## config.mk

```make
export PLATFORM = sky130hd
export DESIGN_NAME = sprite_ram_loader_flat
export DESIGN_NICKNAME = d
export VERILOG_FILES = /design/src/rtl/sprite_ram_loader_if.sv /design/src/rtl/sprite_ram_loader.sv /design/src/flat_wrapper.sv
export SDC_FILE = /design/constraint.sdc
export NUM_CORES = 1
export LEC_CHECK = 0
export BUFFER_PORTS_ARGS = -buffer_cell sky130_fd_sc_hd__buf_2
export CAP_MARGIN = 20
export CORE_ASPECT_RATIO = 1.75
export CORE_MARGIN = 5
export CORE_UTILIZATION = 58
export CTS_CLUSTER_SIZE = 20
export DETAILED_ROUTE_END_ITERATION = 8
export GPL_TIMING_DRIVEN = 0
export PLACE_DENSITY = 0.85
export SETUP_SLACK_MARGIN = 0.4
export SYNTH_ARGS = -nofsm -noshare
export SYNTH_HDL_FRONTEND = slang
export SYNTH_SLANG_ARGS = --single-unit
export TNS_END_PERCENT = 100
```

## constraint.sdc

```tcl
create_clock -name clk -period 2.5 [get_ports clk]
set_input_delay 0 -clock clk [delete_from_list [all_inputs] [get_ports clk]]
set_output_delay 0 -clock clk [all_outputs]
set_load 0.01 [all_outputs]
```

## src/rtl/sprite_ram_loader_if.sv

```systemverilog
// Sprite-RAM loader bus bundle: packed-pixel input stream plus the
// registered sprite-RAM write port driven by the loader.
// master: the side that feeds the stream and observes the RAM write port.
// slave : the loader itself.
interface sprite_ram_loader_if #(
    parameter int CD   = 12,
    parameter int ADDR = 10
);
    logic              s_valid;
    logic              s_ready;
    logic [2*CD-1:0]   s_data;
    logic              we;
    logic [ADDR-1:0]   addr_w;
    logic [CD-1:0]     pixel_in;

    modport master (
        output s_valid, s_data,
        input  s_ready, we, addr_w, pixel_in
    );

    modport slave (
        input  s_valid, s_data,
        output s_ready, we, addr_w, pixel_in
    );
endinterface

```

## src/rtl/sprite_ram_loader.sv

```systemverilog
// Sprite-RAM loader: unpacks two-pixel stream words into consecutive
// sprite-RAM writes (one pixel per clock) starting at a programmable base.
// Optional macro SPRITE_RAM_LOADER_CSUM_EN adds a 16-bit running checksum
// of all written pixels on output port csum.
module sprite_ram_loader #(
    parameter int CD   = 12,
    parameter int ADDR = 10
) (
    input  logic             clk,
    input  logic             reset_n,
    input  logic             start,
    input  logic             abort,
    input  logic [ADDR-1:0]  start_addr,
    input  logic [ADDR:0]    len,
    sprite_ram_loader_if.slave bus,
    output logic             busy,
`ifdef SPRITE_RAM_LOADER_CSUM_EN
    output logic [15:0]      csum,
`endif
    output logic             done
);

    typedef enum logic [1:0] {
        IDLE = 2'd0,
        LOAD = 2'd1,
        DONE = 2'd2
    } state_t;

    state_t            state_q, state_d;
    logic [ADDR-1:0]   ptr_q, ptr_d;
    logic [ADDR:0]     rem_q, rem_d;
    logic [2*CD-1:0]   hold_q, hold_d;
    logic              hold_vld_q, hold_vld_d;
    logic              phase_q, phase_d;
    logic              we_q, we_d;
    logic [ADDR-1:0]   addr_q, addr_d;
    logic [CD-1:0]     pix_q, pix_d;
    logic [15:0]       csum_q, csum_d;

    logic              s_ready_c;
    logic              accept;
    logic              issue;
    logic [CD-1:0]     pix_sel;

    // State and datapath registers with synchronous active-low reset.
    always_ff @(posedge clk) begin
        if (!reset_n) begin
            state_q    <= IDLE;
            ptr_q      <= '0;
            rem_q      <= '0;
            hold_q     <= '0;
            hold_vld_q <= 1'b0;
            phase_q    <= 1'b0;
            we_q       <= 1'b0;
            addr_q     <= '0;
            pix_q      <= '0;
            csum_q     <= '0;
        end else begin
            state_q    <= state_d;
            ptr_q      <= ptr_d;
            rem_q      <= rem_d;
            hold_q     <= hold_d;
            hold_vld_q <= hold_vld_d;
            phase_q    <= phase_d;
            we_q       <= we_d;
            addr_q     <= addr_d;
            pix_q      <= pix_d;
            csum_q     <= csum_d;
        end
    end

    // Next-state logic: stream acceptance, pixel issue, FSM transitions, abort override.
    always_comb begin
        state_d    = state_q;
        ptr_d      = ptr_q;
        rem_d      = rem_q;
        hold_d     = hold_q;
        hold_vld_d = hold_vld_q;
        phase_d    = phase_q;
        we_d       = 1'b0;
        addr_d     = addr_q;
        pix_d      = pix_q;
        csum_d     = csum_q;

        // Refill is allowed while the high half is being issued so a new word
        // lands in the hold register with no bubble, unless this is the last pixel.
        s_ready_c = (state_q == LOAD) &&
                    (!hold_vld_q || (phase_q && (rem_q > (ADDR+1)'(1))));
        accept    = bus.s_valid && s_ready_c;
        issue     = (state_q == LOAD) && hold_vld_q;
        pix_sel   = phase_q ? hold_q[2*CD-1:CD] : hold_q[CD-1:0];

        unique case (state_q)
            IDLE: begin
                if (start) begin
                    ptr_d      = start_addr;
                    rem_d      = len;
                    hold_vld_d = 1'b0;
                    phase_d    = 1'b0;
                    csum_d     = '0;
                    state_d    = (len == '0) ? DONE : LOAD;
                end
            end
            LOAD: begin
                if (issue) begin
                    we_d    = 1'b1;
                    addr_d  = ptr_q;
                    pix_d   = pix_sel;
                    csum_d  = csum_q + 16'(pix_sel);
                    ptr_d   = ptr_q + 1'b1;
                    rem_d   = rem_q - 1'b1;
                    phase_d = ~phase_q;
                    if (phase_q || (rem_q == (ADDR+1)'(1))) begin
                        hold_vld_d = 1'b0;
                    end
                    if (rem_q == (ADDR+1)'(1)) begin
                        state_d = DONE;
                    end
                end
                if (accept) begin
                    hold_d     = bus.s_data;
                    hold_vld_d = 1'b1;
                    phase_d    = 1'b0;
                end
            end
            DONE: begin
                state_d = IDLE;
            end
            default: begin
                state_d = IDLE;
            end
        endcase

        // Abort discards everything in flight but leaves the last write
        // address/data and the checksum untouched.
        if (abort) begin
            state_d    = IDLE;
            ptr_d      = ptr_q;
            rem_d      = rem_q;
            hold_vld_d = 1'b0;
            phase_d    = 1'b0;
            we_d       = 1'b0;
            addr_d     = addr_q;
            pix_d      = pix_q;
            csum_d     = csum_q;
        end
    end

    assign bus.s_ready  = s_ready_c;
    assign bus.we       = we_q;
    assign bus.addr_w   = addr_q;
    assign bus.pixel_in = pix_q;
    assign busy         = (state_q == LOAD);
    assign done         = (state_q == DONE);

`ifdef SPRITE_RAM_LOADER_CSUM_EN
    assign csum = csum_q;
`else
    logic unused_csum;
    assign unused_csum = ^csum_q;
`endif

endmodule
```

## src/flat_wrapper.sv

```systemverilog
// flat-port wrapper written by rule: the top's interface ports become plain ports
module sprite_ram_loader_flat 
#(
    parameter int CD   = 12,
    parameter int ADDR = 10
)
  (clk, reset_n, start, abort, start_addr, len, busy, done, bus_s_valid, bus_s_data, bus_s_ready, bus_we, bus_addr_w, bus_pixel_in);
  sprite_ram_loader_if #(.CD(CD), .ADDR(ADDR)) bus_i ();
  input  logic clk;
  input  logic reset_n;
  input  logic start;
  input  logic abort;
  input  logic [ADDR-1:0] start_addr;
  input  logic [ADDR:0] len;
  output logic busy;
  output logic done;
  input wire logic [$bits(bus_i.s_valid)-1:0] bus_s_valid;
  input wire logic [$bits(bus_i.s_data)-1:0] bus_s_data;
  output wire logic [$bits(bus_i.s_ready)-1:0] bus_s_ready;
  output wire logic [$bits(bus_i.we)-1:0] bus_we;
  output wire logic [$bits(bus_i.addr_w)-1:0] bus_addr_w;
  output wire logic [$bits(bus_i.pixel_in)-1:0] bus_pixel_in;
  assign bus_i.s_valid = bus_s_valid;
  assign bus_i.s_data = bus_s_data;
  assign bus_s_ready = bus_i.s_ready;
  assign bus_we = bus_i.we;
  assign bus_addr_w = bus_i.addr_w;
  assign bus_pixel_in = bus_i.pixel_in;
  sprite_ram_loader #(.CD(CD), .ADDR(ADDR)) u_core (.clk(clk), .reset_n(reset_n), .start(start), .abort(abort), .start_addr(start_addr), .len(len), .bus(bus_i), .busy(busy), .done(done));
endmodule
```

==> results by group, run 1 <==
Global route
  • Initial antenna violation count: 0
  • Gr usage total: a little under 30%
  • Largest net degree at the start of global routing: 14
  • GRT Residual Overflow: 0
  • First-pass GRT wire length: around 17,000 um
  • Vias in the first global route: 3,702

Place
  • Post-DP Area: just under 4000 um^2
  • Final GP Congestion: 0.936
  • Hpwl dp: between 7000 and 8000 um
  • Buffers on Ports: 74

Power
  • Maximum VDD drop: 0.000540 V
  • Pwr Density: approximately 560 nW/um^2
  • LEAKAGE: 1.75 nW

Layout
  • Layout Utilization: between 70% and 80%
  • Most frequent cells in the layout: 86 x nand2_1, 77 x buf_2, 72 x dfxtp_1, 38 x mux2i_1, 35 x nor2_1
  • Final #Nets: a little under 600
  • Cell area after layout: approximately 4500 um^2
  • Area growth, synth to finish: 29.3%
  • Ant. Diodes: 0
  • Layout cells sized above 1: a little over a fifth
  • Commonest non-fill, non-tap cell in the layout: nand2_1

Yosys
  • Async set or reset register ratio after synthesis: 0%
  • Yosys Warn Count: 0
  • Post-synthesis cell count: about 420
  • Synth area leader: dfxtp_1
  • Top post-synthesis cells by area: dfxtp_1 42%, mux2i_1 11%, nand2_1 9.4%
  • Most used flip-flop cell after synthesis: dfxtp_1
  • Sequential area share after synthesis: 41.9%
  • Post-synth EDFFs: 0
  • Syn_nets: between 400 and 500
  • Mapped cell area: roughly 3400 um^2
  • Avg Inst Size Synth: between 8 and 9 um^2
  • Yosys cell types: 53
  • Yosys reg bits: roughly 70
  • Synth top area share: between 40% and 50%

Clocking
  • Clk sinks: 72
  • Clk_lat worst skew: roughly 0.36 ns
  • Worst-path clk slew: 0.08 ns
  • Num CTS Buffers: 9
  • Root Buffer: clkbuf_8
  • Maximum root-to-sink buffer count: 2
  • CTS tree: built
  • Htree depth: 3

Setup path
  • Worst EP arrival: roughly 2.3 ns
  • Critical path's largest stage delay: slightly below 0.9 ns
  • Worst Path Max Fanout: 7
  • CP endpoint: u_core.rem_q[5]$_SDFFE_PN0P_
  • CP required: approximately 2.8 ns
  • CP Launch Type: register
  • Critical Path Source: u_core.rem_q[2]$_SDFFE_PN0P_
  • Critical path type: register to register
  • Worst-case reg-to-reg path depth: 4
  • FF-to-FF End: u_core.rem_q[5]$_SDFFE_PN0P_
  • CP max stage cell: nor4_1
  • CP Cell Sequence: clkbuf_1 -> nor4_1 -> a31oi_1 -> o221a_2
  • CP Capture Type: register
  • R2r setup slk: about 0.47 ns
  • Worst r2r src: u_core.rem_q[2]$_SDFFE_PN0P_

Drt
  • Drt total wl: 10,700 um
  • Vias: 3,651
  • Met2 WL: ~5700 um
  • DRC errors left: 2
  • Top sig layer: met4
  • Wire per inst: between 15 and 20 um
  • WL met3: a little under 700 um
  • DRT Pass-1 Iters: 7
  • Post-DR vias/cell: a little under 6
  • Post-DRT Antenna Nets: 0
  • DRC marker count from the first detailed-route iteration: 442
  • Wl on met1: about 3900 um

STA
  • Max Fclk: around 0.5 GHz
  • Setup TNS: 0 ns
  • Worst-case clock skew: between 0.009 and 0.01 ns
  • Final Max Tran Viols: 0
  • Least-Margin Pin Slew: 1.06 ns
  • Period utilization: ~81%
  • Final hold viol count: 0
  • Fin crit period: about 2.0 ns
  • Worst rel slew slack: approximately 29%
  • Final setup viols: 0
  • Unrepaired setup endpoints after global routing: no

Run status
  • Failing checks: DRC
  • Run status: complete, but fails checks

Floorplanning
  • Starting Density: between 50% and 60%
  • CORE AREA: ~6000 um^2
  • Die area: 7640 um^2
  • Site Rows: 37
  • Vert. Die Dim: approximately 110 um
  • Die Wd: roughly 68 um
  • Io pins: 76

Worst hold path
  • Hold WC Path Type: input pin to register

Flow run
  • MaxCap Viol Count: 0
[worst max-delay path: cells and delay by family (launching register included)]
family / cells / cell delay (ns)
buffers and inverters: 1 / 0.18
flip-flops: 1 / 0.30
AO/OA/AOI/OAI: 2 / 0.55
AND/OR/NAND/NOR: 1 / 0.89
[final cells by class]
cell class | instances | area [um^2]
repair buffers | 108 | 701
plain buffers | 33 | 164
well taps | 78 | 97.6
clock inverters | 6 | 67.6
flip-flops and latches | 72 | 1440
clock buffers | 10 | 128
inverters | 9 | 33.8
fillers | 405 | 1380
multi-input cells | 304 | 1820
[worst min path at each step]
stage                               endpoint           from  slack (ns)  depth (start not counted)
2_1_floorplan  u_core.hold_q[0]$_SDFFE_PN0P_  bus_s_data[0]        0.14                          2
3_3_place_gp   u_core.hold_q[4]$_SDFFE_PN0P_  bus_s_data[4]        0.25                          3
3_5_place_dp   u_core.hold_q[9]$_SDFFE_PN0P_  bus_s_data[9]        0.25                          3
4_1_cts         u_core.rem_q[9]$_SDFFE_PN0P_         len[9]       0.007                          4
5_1_grt         u_core.rem_q[9]$_SDFFE_PN0P_         len[9]        0.02                          4
6_report        u_core.rem_q[8]$_SDFFE_PN0P_         len[8]       0.006                          3
[power by group]
| group | internal (mW) | total [mW] | leakage, nW | switching, mW |
|---|---|---|---|---|
| clock | 0.464 | 0.927 | 0.0929 | 0.463 |
| combinational | 0.153 | 0.335 | 1.08 | 0.182 |
| sequential | 1.18 | 1.21 | 0.584 | 0.0353 |
| total | 1.80 | 2.48 | 1.75 | 0.680 |
[sequential cells by signal (all words and copies together) (netlist names)]
name	cells
u_core.bus.addr_w	10
u_core.bus.pixel_in	12
u_core.bus.we	1
u_core.hold_q	24
u_core.hold_vld_q	1
u_core.phase_q	1
u_core.ptr_q	10
u_core.rem_q	11
u_core.state_q	2
[metal layers]
metal | track usage [%] | vias up
met5 | 0 | -
met4 | 15.0 | 0
met3 | 6.76 | 44
met2 | 51.1 | 177
met1 | 30.7 | 1719
li1 | - | 1711
[repair_timing]
item                                   4_1_cts  5_1_grt
setup endpoints to repair                    0       33
hold buffers                                30        0
gates resized for setup                      0       10
endpoints found under the hold margin       30        0
setup buffers                                0        4
[stage by stage]
stage / hold WS (ns) / std cells / setup slack (ns) / power (mW)
detailed placement: 0.252 / 570 / 0.492 / 1.50
global placement: 0.247 / 570 / 0.530 / 1.49
finish: 0.00641 / 620 / 0.473 / 2.48
global route: 0.0167 / 620 / 0.401 / 2.56
floorplan: 0.142 / 418 / 0.806 / 1.40
CTS: 0.00664 / 616 / 0.407 / 2.44
[cell usage after synthesis (3+ instances only)]
cell / number
buf_2: 4
nor3b_1: 4
a31oi_1: 3
o21ai_0: 13
o22ai_1: 5
a311oi_1: 4
buf_6: 3
nand4_1: 8
and2_1: 3
nand3_1: 8
a21oi_1: 25
dfxtp_1: 72
clkbuf_1: 24
a2111oi_0: 3
nand2_1: 86
ha_1: 3
nor2b_1: 3
and3_1: 4
nor2_1: 35
nor3_1: 6
mux2i_1: 38
inv_1: 7
a211oi_1: 15
nor4_1: 4
nand2b_1: 6
[logic make-up (layout without fill, tap and decap cells)]
kind of cell    Yosys count  in the layout  synth area share (%)
compound gates           87             87                  16.7
fa+ha+maj                 3              3                  1.09
buf+inv                  42            166                  5.49
flops                    72             72                  41.9
mux                      39             39                  11.4
simple gates            175            175                  23.5
No activity file was read; power rests on OpenSTA's default activity.
==> run 2, diff against run 1 <==
--- a/config.mk
+++ b/config.mk
@@ -9,11 +9,11 @@
 export CAP_MARGIN = 20
 export CORE_ASPECT_RATIO = 1.75
 export CORE_MARGIN = 5
-export CORE_UTILIZATION = 58
+export CORE_UTILIZATION = 49
 export CTS_CLUSTER_SIZE = 20
 export DETAILED_ROUTE_END_ITERATION = 8
 export GPL_TIMING_DRIVEN = 0
-export PLACE_DENSITY = 0.85
+export PLACE_DENSITY = 0.76
 export SETUP_SLACK_MARGIN = 0.4
 export SYNTH_ARGS = -nofsm -noshare
 export SYNTH_HDL_FRONTEND = slang
==> constraint.sdc (replaced) <==
create_clock -name clk -period 1.85 [get_ports clk]
set_input_delay 0 -clock clk [delete_from_list [all_inputs] [get_ports clk]]
set_output_delay 0 -clock clk [all_outputs]
set_load 0.01 [all_outputs]
==> run 2 against run 1 <==
  * The run now ends clean
  * Sequential power up 36%
  * Core utilization is 0.87 points higher
  * Design area rose by 19%
  * Clock power is 97% higher
  * Hold slack improved by 0.0081 ns
  * Setup slack lost 0.36 ns
  * Non-clock buffer count is 28 higher
  * Flip-flop and latch count unchanged
  * Critical path depth rose by 2
  * Largest cell class unchanged
  * Largest power group is now the clock network
==> results by group, run 2 (synthesis results as in run 1) <==
STA
  • Least-Margin Pin Slew: 0.661 ns (was 1.06 ns)
  • Worst Setup Slack, final: 0.112 ns (was 0.473 ns)
  • Worst-case clock skew: 0.00701 ns (was 0.00990 ns)
  • Unrepaired setup endpoints after global routing: yes (was no)
  • Final Max Tran Viols: 0 (unchanged)
  • Fin crit period: 1.74 ns (was 2.03 ns)
  • Final hold viol count: 0 (unchanged)
  • Worst rel slew slack: 55.9% (was 28.8%)
  • Hold_ws: 0.0145 ns (was 0.00641 ns)
  • Final setup viols: 0 (unchanged)
  • Setup TNS: 0 ns (unchanged)
  • Period utilization: 93.9% (was 81.1%)
  • Max Fclk: 0.575 GHz (was 0.493 GHz)

Setup path
  • CP Cell Sequence: buf_6 -> mux2i_2 -> or3_1 -> clkbuf_8 -> or4_4 -> a31oi_1 (was clkbuf_1 -> nor4_1 -> a31oi_1 -> o221a_2)
  • Critical path's largest stage delay: 0.41 ns (was 0.89 ns)
  • Worst r2r src: u_core.state_q[0]$_SDFFE_PP0P_ (was u_core.rem_q[2]$_SDFFE_PN0P_)
  • Worst EP arrival: 2.00 ns (was 2.28 ns)
  • CP max stage cell: or4_4 (was nor4_1)
  • Critical path type: register to register (unchanged)
  • Worst Path Max Fanout: 4 (was 7)
  • CP Capture Type: register (unchanged)
  • Critical Path Source: u_core.state_q[0]$_SDFFE_PP0P_ (was u_core.rem_q[2]$_SDFFE_PN0P_)
  • CP Launch Type: register (unchanged)
  • CP required: 2.11 ns (was 2.75 ns)

Clocking
  • Num CTS Buffers: 9 (unchanged)
  • Maximum root-to-sink buffer count: 2 (unchanged)
  • CTS tree: built (unchanged)
  • Clk_lat worst skew: 0.34 ns (was 0.36 ns)
  • Root Buffer: clkbuf_16 (was clkbuf_8)
  • Htree depth: 3 (unchanged)
  • Worst-path clk slew: 0.06 ns (was 0.08 ns)
  • Clk sinks: 72 (unchanged)

Layout
  • Area growth, synth to finish: 53.7% (was 29.3%)
  • Largest register FFs: 24 (unchanged)
  • Largest Register: u_core.hold_q (unchanged)
  • Layout cells sized above 1: 34.2% (was 20.8%)
  • Most frequent cells in the layout: 85 x nand2_1, 74 x buf_2, 68 x dfxtp_1, 37 x mux2i_1, 29 x nor2_1 (was 86 x nand2_1, 77 x buf_2, 72 x dfxtp_1, 38 x mux2i_1, 35 x nor2_1)
  • Final #Nets: 618 (was 590)
  • Ant. Diodes: 0 (unchanged)
  • Post-route insts no fill: 654 (was 620)
  • Commonest non-fill, non-tap cell in the layout: nand2_1 (unchanged)

Drt
  • Drt total wl: 12,300 um (was 10,700 um)
  • Post-DR vias/cell: 5.93 (was 5.89)
  • Vias: 3,879 (was 3,651)
  • Wire per inst: 18.8 um (was 17.3 um)
  • Post-DRT Antenna Nets: 0 (unchanged)
  • DRC marker count from the first detailed-route iteration: 423 (was 442)
  • DRT Pass-1 Iters: 5 (was 7)
  • DRC errors left: 0 (was 2)

Floorplanning
  • Die Wd: 73.4 um (was 68.2 um)
  • Site Rows: 40 (was 37)
  • CORE AREA: 6860 um^2 (was 5830 um^2)
  • Vert. Die Dim: 121 um (was 112 um)
  • Io pins: 76 (unchanged)
  • Starting Density: 50.2% (was 59.0%)
  • Die area: 8870 um^2 (was 7640 um^2)

Power
  • Pint: 3.03 mW (was 1.80 mW)
  • Maximum VDD drop: 0.000587 V (was 0.000540 V)
  • Sw Share: 25.9% (was 27.5%)
  • Switching Power: 1.06 mW (was 0.680 mW)
  • Clock network power share: 44.6% (was 37.5%)
  • Total Power: 4.09 mW (was 2.48 mW)
  • Logic gate share of total power: 15.1% (was 13.5%)
  • Pwr Density: 773 nW/um^2 (was 556 nW/um^2)
  • LEAKAGE: 2.11 nW (was 1.75 nW)
  • Seq pwr share: 40.2% (was 49.0%)

Global route
  • Largest net degree at the start of global routing: 14 (unchanged)
  • Vias in the first global route: 3,707 (was 3,702)
  • GRT Residual Overflow: 0 (unchanged)
  • First-pass GRT wire length: 17,500 um (was 16,900 um)
  • Gr usage total: 25.3% (was 29.1%)
  • Initial antenna violation count: 0 (unchanged)

Place
  • Hpwl dp: 7180 um (was 7080 um)
  • Cells after DPL: 576 (was 570)
  • Post-place setup slack: -0.0921 ns (was 0.492 ns)
  • Buffers on Ports: 74 (unchanged)
  • Final GP Congestion: 0.895 (was 0.936)

Worst hold path
  • Hold WC Path Type: input pin to register (unchanged)
  • Hold path startpoint: len[9] (was len[8])

Run status
  • Run status: finished clean (was complete, but fails checks)

Flow run
  • MaxCap Viol Count: 0 (unchanged)
[run 2: cell types whose count changed in the layout (fill, tap and decap cells not counted), moves of 5 or more]
cell / previous run / this run
clkbuf_1: 21 / 10
clkbuf_16: 0 / 13
a21oi_1: 25 / 19
a21oi_2: 0 / 6
buf_4: 5 / 21
a211oi_2: 0 / 6
a211oi_1: 15 / 9
buf_6: 3 / 12
buf_12: 0 / 5
o21ai_0: 13 / 7
nor2_1: 35 / 29
[run 2: path summary, 6_finish.rpt]
path	end	cells past startpoint	slack, ns
setup / recovery	u_core.ptr_q[9]$_SDFFE_PN0P_	6	0.11
hold / removal	u_core.rem_q[9]$_SDFFE_PN0P_	4	0.01
setup reg to reg	u_core.ptr_q[9]$_SDFFE_PN0P_	6	0.11
hold reg to reg	u_core.bus.addr_w[8]$_SDFFE_PN0P_	2	0.46
[run 2: metal layers]
metal  GRT usage (%)  part of all wire (%)  wire, um
met1            27.2                    36      4380
met4            10.9                   4.1       503
met2            46.2                    54      6620
met3            5.39                   6.6       810
met5               0                     0         0
[run 2: metrics by stage]
step	util (%)	cell area [um^2]
floorplan	-	3510
global placement	58.1	3990
detailed placement	58.1	3990
CTS	71.4	4900
global route	77.2	5290
finish	77.2	5290
[run 2: worst max-delay path, delay by kind of cell, from the launching register on]
family                 cells  cell delay (ns)
DFF                        1             0.31
muxes                      1             0.16
and+or+nand+nor            2             0.73
buffers and inverters      2             0.27
AOI/OAI and AO/OA          1             0.18
[run 2: power groups by stage]
stage	Clock [mW]	Sequential [mW]	Combinational, mW
global route	1.89	1.65	0.659
detailed placement	0	1.68	0.377
finish	1.83	1.65	0.619
floorplan	0	1.66	0.247
CTS	1.82	1.64	0.502
global placement	0	1.67	0.370
[run 2: timing repair]
action / 4_1_cts / 5_1_grt
resized for setup: 51 / 52
endpoints found under the setup margin: 73 / 71
buffers inserted: 16 / 12
gates cloned: 2 / 4
hold buffers: 28 / 0
pin swaps: 10 / 22
hold endpoints to repair: 28 / 0
[run 2: cell type report]
type / instances / area [um^2]
multi-input combinational: 304 / 2030
fill: 415 / 1570
sequential: 72 / 1450
timing repair buffer: 136 / 1030
buffer: 33 / 318
clock buffer: 11 / 253
tap: 84 / 105
clock inverter: 5 / 63.8
inverter: 9 / 41.3
